### src/rtl/seg7_pkg.sv
// seg7_pkg
//   Shared definitions for the 7-segment loopback decoder.
//   SEG7_GLYPH holds the 16 legal active-low hex glyphs, indexed by nibble
//   value. Bit order is [0:6] = segments a..g, 0 = lit. The display driver
//   uses the same table, so the encode and decode paths cannot drift apart.
//   seg7_state_t is the encoder FSM state.
package seg7_pkg;

   typedef enum logic [0:0] {
      COLLECT = 1'b0,
      HOLD    = 1'b1
   } seg7_state_t;

   // Each literal is written a..g from left to right. The leftmost bit
   // therefore lands on index 0, which is segment a.
   localparam logic [0:6] SEG7_GLYPH [16] = '{
      7'b0000001,  // 0
      7'b1001111,  // 1
      7'b0010010,  // 2
      7'b0000110,  // 3
      7'b1001100,  // 4
      7'b0100100,  // 5
      7'b0100000,  // 6
      7'b0001111,  // 7
      7'b0000000,  // 8
      7'b0001100,  // 9
      7'b0001000,  // A
      7'b1100000,  // b
      7'b0110001,  // C
      7'b1000010,  // d
      7'b0110000,  // E
      7'b0111000   // F
   };

endpackage

### src/rtl/seg7_lookup.sv
// seg7_lookup
//   Combinational reverse lookup from a 7-segment pattern to a hex nibble.
//   Ports:
//     pattern  in   [0:6]  active-low pattern, index 0 = segment a
//     nibble   out  [3:0]  matching hex value, or 0 when there is no match
//     hit      out  1      pattern is one of the 16 legal glyphs
module seg7_lookup
   import seg7_pkg::*;
(
   input  logic [0:6] pattern,
   output logic [3:0] nibble,
   output logic       hit
);

   // The glyph codes are unique, so at most one entry can match.
   always_comb begin
      nibble = 4'h0;
      hit    = 1'b0;
      for (int i = 0; i < 16; i++) begin
         if (pattern == SEG7_GLYPH[i]) begin
            nibble = 4'(i);
            hit    = 1'b1;
         end
      end
   end

endmodule

### src/rtl/seg7_encoder.sv
// seg7_encoder
//   Reads back 7-segment display patterns, decodes them into hex nibbles and
//   packs DIGITS nibbles into one word. The first accepted digit ends up in
//   the most significant nibble.
//   Ports:
//     Clk       in   1          clock, rising edge
//     Reset     in   1          synchronous, active-high
//     SegIn     in   [0:6]      pattern, index 0 = segment a, 0 = lit
//     SegValid  in   1          SegIn carries a pattern
//     SegReady  out  1          block can take a pattern (COLLECT, not in reset)
//     Value     out  4*DIGITS   assembled word
//     ErrMask   out  DIGITS     bit i set = nibble i came from an illegal pattern
//     OutValid  out  1          Value/ErrMask hold a complete word
//     OutReady  in   1          consumer takes the word
//     StateDbg  out  enum       current FSM state, for observation only
//
//   Handshake: on both the input and the output side, an item moves on a
//   rising edge where valid and ready are both high. While valid is high and
//   ready is low, the producer holds its data stable. SegReady is low in HOLD,
//   so a digit can never be accepted on the same cycle as a word handoff.
module seg7_encoder
   import seg7_pkg::*;
#(
   parameter int DIGITS = 4
) (
   input  logic                Clk,
   input  logic                Reset,
   input  logic [0:6]          SegIn,
   input  logic                SegValid,
   output logic                SegReady,
   output logic [4*DIGITS-1:0] Value,
   output logic [DIGITS-1:0]   ErrMask,
   output logic                OutValid,
   input  logic                OutReady,
   output seg7_state_t         StateDbg
);

   localparam int W  = 4 * DIGITS;
   localparam int CW = $clog2(DIGITS + 1);

   seg7_state_t       state, state_nxt;
   logic [CW-1:0]     cnt;
   logic [W-1:0]      shreg;
   logic [DIGITS-1:0] errw;

   logic [3:0]        nibble;
   logic              hit;
   logic              xfer;
   logic              last;
   logic [W-1:0]      word_nxt;
   logic [DIGITS-1:0] err_nxt;

   seg7_lookup u_lookup (
      .pattern (SegIn),
      .nibble  (nibble),
      .hit     (hit)
   );

   assign xfer = SegValid && SegReady;
   assign last = (cnt == CW'(DIGITS - 1));

   // Working word after this digit shifts in. When DIGITS = 1 the shift
   // empties the register, so the word is just the new nibble.
   assign word_nxt = (shreg << 4) | W'(nibble);
   assign err_nxt  = (errw << 1) | DIGITS'(!hit);

   assign StateDbg = state;

   // FSM state register
   always_ff @(posedge Clk) begin
      if (Reset) state <= COLLECT;
      else       state <= state_nxt;
   end

   // FSM next state and ready
   always_comb begin
      state_nxt = state;
      SegReady  = 1'b0;
      case (state)
         COLLECT: begin
            SegReady = !Reset;
            if (SegValid && !Reset && last) state_nxt = HOLD;
         end
         HOLD: begin
            if (OutReady) state_nxt = COLLECT;
         end
         default: state_nxt = COLLECT;
      endcase
   end

   // Counter, working registers and output word
   always_ff @(posedge Clk) begin
      if (Reset) begin
         cnt      <= '0;
         shreg    <= '0;
         errw     <= '0;
         Value    <= '0;
         ErrMask  <= '0;
         OutValid <= 1'b0;
      end else if (xfer) begin
         if (last) begin
            Value    <= word_nxt;
            ErrMask  <= err_nxt;
            OutValid <= 1'b1;
            cnt      <= '0;
            shreg    <= '0;
            errw     <= '0;
         end else begin
            shreg <= word_nxt;
            errw  <= err_nxt;
            cnt   <= cnt + CW'(1);
         end
      end else if (state == HOLD && OutReady) begin
         // Value and ErrMask keep the last word. Only the qualifier drops.
         OutValid <= 1'b0;
      end
   end

endmodule

### config.mk
export PLATFORM = sky130hd
export DESIGN_NAME = seg7_encoder
export DESIGN_NICKNAME = d
export VERILOG_FILES = /design/src/rtl/seg7_pkg.sv /design/src/rtl/seg7_lookup.sv /design/src/rtl/seg7_encoder.sv
export SDC_FILE = /design/constraint.sdc
export NUM_CORES = 1
export LEC_CHECK = 0
export BUFFER_PORTS_ARGS = -buffer_cell sky130_fd_sc_hd__buf_2
export CAP_MARGIN = 20
export CORE_ASPECT_RATIO = 1.2
export CORE_MARGIN = 1
export CORE_UTILIZATION = 49
export CTS_CLUSTER_SIZE = 8
export DETAILED_ROUTE_END_ITERATION = 8
export PLACE_DENSITY = 0.75
export SLEW_MARGIN = 20
export SYNTH_ARGS = -nofsm -noshare
export SYNTH_HDL_FRONTEND = slang
export SYNTH_SLANG_ARGS = --single-unit
### constraint.sdc
create_clock -name Clk -period 1.5 [get_ports Clk]
set_input_delay 0.075 -clock Clk [delete_from_list [all_inputs] [get_ports Clk]]
set_output_delay 0.075 -clock Clk [all_outputs]
set_load 0.1 [all_outputs]
==> results.toml, run 1 <==
[status]
outcome = "complete, but fails checks"
violations = "DRC"

[worst_hold_path]
hold_path_depth = 4
worstHoldStart = "Reset"
hold_end = "cnt[2]"
hp-class = "in2reg"

[drt]
totalWireLength_um = 3680
wl_per_cell_um = 12.9
ant_nets = 0
drc_errors = 2
via_per_inst = 5.51
drt_iter0_drc = 31
first_pass_iters = 8
via_count = 1571

[critical_path]
rrSetupSlack_ns = 0.15
cp_max_fo = 9
criticalPathCategory = "reg2reg"
start_kind = "flop"
cp-end-kind = "flop"
cp_data_required_time_ns = 1.67
r2r_start = "cnt[0]"
reg2reg_to = "errw[2]"
r2r_cells = 7
cp.arrival_ns = 1.52

[finish]
final_common_cell = "nand2_1"
n_antenna_cell = 0
final_cell_mix = "nand2_1, dfxtp_1, buf_2"
register_area_um2 = 805
drive_above_1_share = 0.270
multi_input_area_um2 = 943
num-nets-final = 260
fillCellCount = 301
stdcell_count = 285
synthToLayoutAreaGrowth_pct = 19.9
final_area_um2 = 2180

[place]
dp_cells = 275
place_ws_ns = 0.0796
placed_area_um2 = 2020
dp_hpwl_um = 2600
gp_congestion = 0.781
portBuffers = 33

[cts]
clk_path_buf_depth = 2
cts_buffers = 5
clock-sinks = 40
clk_latency_ns = 0.29
cts_max_level = 2
cts_tree = "done"
clk_pin_slew_ns = 0.07
root_buffer = "clkbuf_8"

[yosys]
synthCells = 213
ys_seq_area_frac = 0.440
avgSynthCellArea_um2 = 8.54
yosysTopAreaCell = "dfxtp_1"
ys_ff_latch = 40
syn_nets = 225
yosysWarningCount = 0
synthDominantCellAreaShare = 0.440
synthTopCellsByArea = "dfxtp_1, nand2_1, nor2_1"
ys_types = 43
synth_area_um2 = 1820

[sta]
period_needed_ns = 1.35
worst_hold_slack_ns = 0.273
hold_viol_final = 0
setup_viol = 0
fin_ws_ns = 0.155
worst_pin_slew_ns = 0.487
skew_ns = 0.00656
slew_viol_final = 0
max_freq_ghz = 0.743
timing.final.crit_share = 0.897
relSlewSlack = 0.677
rsz0062_at_grt = "false"

[power]
p_leak_nw = 0.893
ir_drop_mv = 0.403
power_density_nw_per_um2 = 1010

[floorplanning]
floorplan.rows = 23
fp.dieH_um = 68.7
die_area_um2 = 3960
initial_core_util = 0.526
core-area_um2 = 3450
pin_count = 34
chipWidth_um = 57.6

[run]
max-cap-violations = 0

[global_route]
grt_pass1_vias = 1409
grt-ovfl-total = 0
grt_usage = 0.207
grt_pass1_wl_um = 6180
grt_antenna_before_repair = 0
grt_max_degree = 38
[sequential cells by signal, indices dropped and copies added, names as in the netlist]
signal and cells:
StateDbg 1, OutValid 1, errw 3, shreg 12, ErrMask 4, cnt 3
Value 16
[how the worst max path moves through the flow]
stage	start	to	slack, ns
2_1_floorplan	StateDbg	errw[1]	-0.16
3_3_place_gp	StateDbg	ErrMask[0]	0.12
3_5_place_dp	SegIn[1]	errw[0]	0.08
4_1_cts	StateDbg	OutValid	0.11
5_1_grt	StateDbg	OutValid	0.01
6_report	cnt[0]	errw[2]	0.15
[what timing repair did]
action | in CTS | in global routing
buffers inserted | 0 | 2
hold buffers | 1 | 0
endpoints found under the hold margin | 1 | 0
gates resized for setup | 0 | 3
endpoints found under the setup margin | 0 | 2
[synth_stat cells (all sizes together)]
cell	n
a2111oi	2
a211oi	1
a21o	1
a21oi	17
a22o	2
a22oi	13
and2b	1
and3b	4
and4	1
buf	11
clkbuf	6
dfxtp	40
ha	1
inv	1
mux2i	1
nand2	43
nand2b	2
nand3	1
nand4	3
nand4b	1
nor2	26
nor2b	2
nor3	9
nor3b	6
nor4	3
nor4b	1
nor4bb	1
o211ai	3
o21a	2
o21ai	3
o22ai	1
o31ai	1
or3	1
or4b	1
xnor2	1
[where the power goes]
part | total, mW | switching, mW | internal, mW
combinational | 0.180 | 0.117 | 0.0636
sequential | 1.08 | 0.00877 | 1.07
clock | 0.949 | 0.361 | 0.588
[through the flow]
stage / total power, mW / util / TNS, ns
floorplan: 1.25 / - / -1.95
global placement: 1.28 / 0.585 / 0
finish: 2.21 / 0.631 / 0
global route: 2.28 / 0.631 / 0
CTS: 2.22 / 0.624 / 0
detailed placement: 1.28 / 0.585 / 0
[worst max-delay path, stage by stage, from the launching register on]
cell and delay [ns]:
dfxtp_1 0.35, ha_1 0.17, nor2b_2 0.16, buf_4 0.13, nor2_4 0.03, buf_4 0.16
a22oi_1 0.17, nor2_1 0.05
[layer usage]
layer  GRT usage  routed length (um)  vias up
li1            -                   -      812
met5           0                   0        -
met3      0.0392                  97        9
met4       0.116                 101        0
met2       0.382                1880       32
met1       0.224                1600      718
[cells by family (layout without fill, tap and decap cells)]
logic type | after synthesis | count (layout) | share of synthesized area
compound gates | 46 | 46 | 0.184
xor+xnor | 1 | 1 | 0.00482
fa+ha+maj | 1 | 1 | 0.00688
buf+inv | 18 | 53 | 0.0578
flops | 40 | 40 | 0.440
mux | 1 | 1 | 0.00551
simple gates | 106 | 106 | 0.300
[cell type report]
cell class,instances,share of cell area
clock inverters,1,0.0138
repair buffers,45,0.118
well taps,37,0.0212
flip-flops and latches,40,0.369
inverters,1,0.00172
clock buffers,6,0.0431
multi-input cells,155,0.433
Power figures use the tool's default switching activity.
==> inputs of run 2 (changes only) <==
ABC_AREA = 1   (was default)
clock period = 1.1 ns   (was 1.5 ns; I/O delays follow)
==> run 2 against run 1 <==
Net effect: the run ends with DRC, setup timing left; synthesized cell count is 15% higher; sequential power rose by 36%; setup slack lost 0.38 ns; combinational power grew 66%; count of clock-buffer cells in the layout rose by 1; area after synthesis down 2.1%; utilization is 15 points higher; total power is 33% higher; worst hold slack got worse by 0.025 ns; flip-flop and latch count stayed put; largest power group unchanged.
==> results.toml, run 2 <==
[status]
outcome = "complete, but fails checks"
violations = "DRC, setup timing"

[global_route]
grt_pass1_wl_um = 7170
grt_max_degree = 22
grt_antenna_before_repair = 0
grt_pass1_vias = 1735
grt_usage = 0.242
grt-ovfl-total = 0

[finish]
final_cell_mix = "nor2_1, nand2_1, dfxtp_1"
final_common_cell = "nor2_1"
num-nets-final = 307
largest_register_ffs = 16
synthToLayoutAreaGrowth_pct = 49.9
drive_above_1_share = 0.307
n_antenna_cell = 0
regMostFlops = "Value"
top_regs = "Value (16), shreg (12), ErrMask (4)"

[cts]
clock-sinks = 40
clk_path_buf_depth = 2
cts_tree = "done"
cts_buffers = 5
cts_max_level = 2
clk_pin_slew_ns = 0.08
clk_latency_ns = 0.30
root_buffer = "clkbuf_8"

[run]
max-cap-violations = 0

[drt]
drc_errors = 2
drt_iter0_drc = 47
via_count = 1769
first_pass_iters = 6
ant_nets = 0
via_per_inst = 5.31
wl_per_cell_um = 13.2
totalWireLength_um = 4390

[critical_path]
criticalPathCategory = "reg2reg"
cp_data_required_time_ns = 1.33
cp_slowest_cell = "dfxtp_4"
path_cells = "nor2_4 > nand2_4 > buf_12 > a21oi_4 > clkbuf_16 > o21ai_2 > a21oi_1"
cp.arrival_ns = 1.56
crit_path_start = "StateDbg"
critical_path_buf_inv_count = 2
crit_family = "compound AO/OA/AOI/OAI gates"
rrSetupSlack_ns = -0.23
cp-end-kind = "flop"
cp_max_fo = 7
r2r_start = "StateDbg"
max_stage_delay_ns = 0.36
start_kind = "flop"

[yosys]
synth_area_um2 = 1780
synthTopCellsByArea = "dfxtp_1, nor2_1, nand2_1"
synthTopCellsByCount = "nor2_1, nand2_1, dfxtp_1"
synthDominantCellAreaShare = 0.450
synth.most_common_cell = "nor2_1"
ys_seq_area_frac = 0.450
avgSynthCellArea_um2 = 7.26
synthCells = 245
synth_edf_count = 0
ys_types = 27
yosysTopAreaCell = "dfxtp_1"
ys.flop_type = "dfxtp_1"
syn_nets = 257
async_flop_share = 0
ys_ff_latch = 40
yosysWarningCount = 0

[floorplanning]
core-area_um2 = 3400
chipWidth_um = 57.0
die_area_um2 = 3880
pin_count = 34
fp.dieH_um = 68.0
floorplan.rows = 23
initial_core_util = 0.524

[sta]
finalSetupTns_ns = -6.74
relSlewSlack = 0.629
setup_viol = 40
skew_ns = 0.0114
rsz0062_at_grt = "true"
max_freq_ghz = 0.752
period_needed_ns = 1.33
worst_hold_slack_ns = 0.248
hold_viol_final = 0
fin_ws_ns = -0.229
slew_viol_final = 0
timing.final.crit_share = 1.21
worst_pin_slew_ns = 0.555

[place]
dp_hpwl_um = 2840
gp_congestion = 0.819
portBuffers = 33

[worst_hold_path]
hp-class = "in2reg"
worstHoldStart = "Reset"

[power]
ir_drop_mv = 0.831
p_leak_nw = 1.22
power_density_nw_per_um2 = 1100
run 2: cell families after synthesis:
family,Yosys count,share of synthesized area
and+or+nand+nor,125,0.305
AOI/OAI and AO/OA,50,0.160
DFF,40,0.450
buffers and inverters,29,0.0774
adders and majority gates,1,0.00703
run 2: repair_timing:
action / 4_1_cts / 5_1_grt
gates cloned: 0 / 1
endpoints found under the hold margin: 1 / 0
resized for setup: 14 / 14
setup endpoints to repair: 40 / 40
pin swaps: 6 / 6
hold buffers: 1 / 0
buffers inserted: 1 / 2
run 2: through the flow:
step	cells	total power, mW	util	setup slack [ns]	cell area [um2]
4_1_cts	330	2.91	0.759	-0.174	2580
5_1_grt	333	3.05	0.786	-0.287	2670
6_report	333	2.94	0.786	-0.229	2670
3_3_place_gp	320	1.75	0.710	-0.168	2410
2_1_floorplan	245	1.65	-	-0.788	1790
3_5_place_dp	320	1.76	0.710	-0.246	2410
run 2: worst register-to-register path, delay by kind of cell, from the launching register on:
family / cells / cell delay [ns]
flops: 1 / 0.36
simple gates: 2 / 0.20
buf+inv: 2 / 0.33
compound gates: 3 / 0.38
run 2: routing by layer:
| metal | vias to the layer above | GRT usage | routed length, um |
|---|---|---|---|
| met5 | - | 0 | 0 |
| met4 | 0 | 0.143 | 200 |
| met3 | 15 | 0.0397 | 152 |
| met2 | 41 | 0.469 | 2220 |
| met1 | 825 | 0.245 | 1820 |
| li1 | 888 | - | - |
run 2: layout make-up:
type	count	area [um2]
Clock buffer	7	108
Clock inverter	1	8.76
Fill cell	219	728
Inverter	21	83.8
Multi-Input combinational cell	176	915
Sequential cell	40	805
Tap cell	37	46.3
Timing Repair Buffer	51	702
run 2: power by group:
part           switching (mW)  internal, mW
registers              0.0130          1.46
clock network           0.522         0.650
logic                   0.178         0.120
run 2: path summary, 6_finish.rpt:
kind / depth (start not counted) / end
max: 7 / shreg[3]
max reg2reg: 7 / shreg[3]
min reg2reg: 2 / shreg[11]
min: 3 / StateDbg
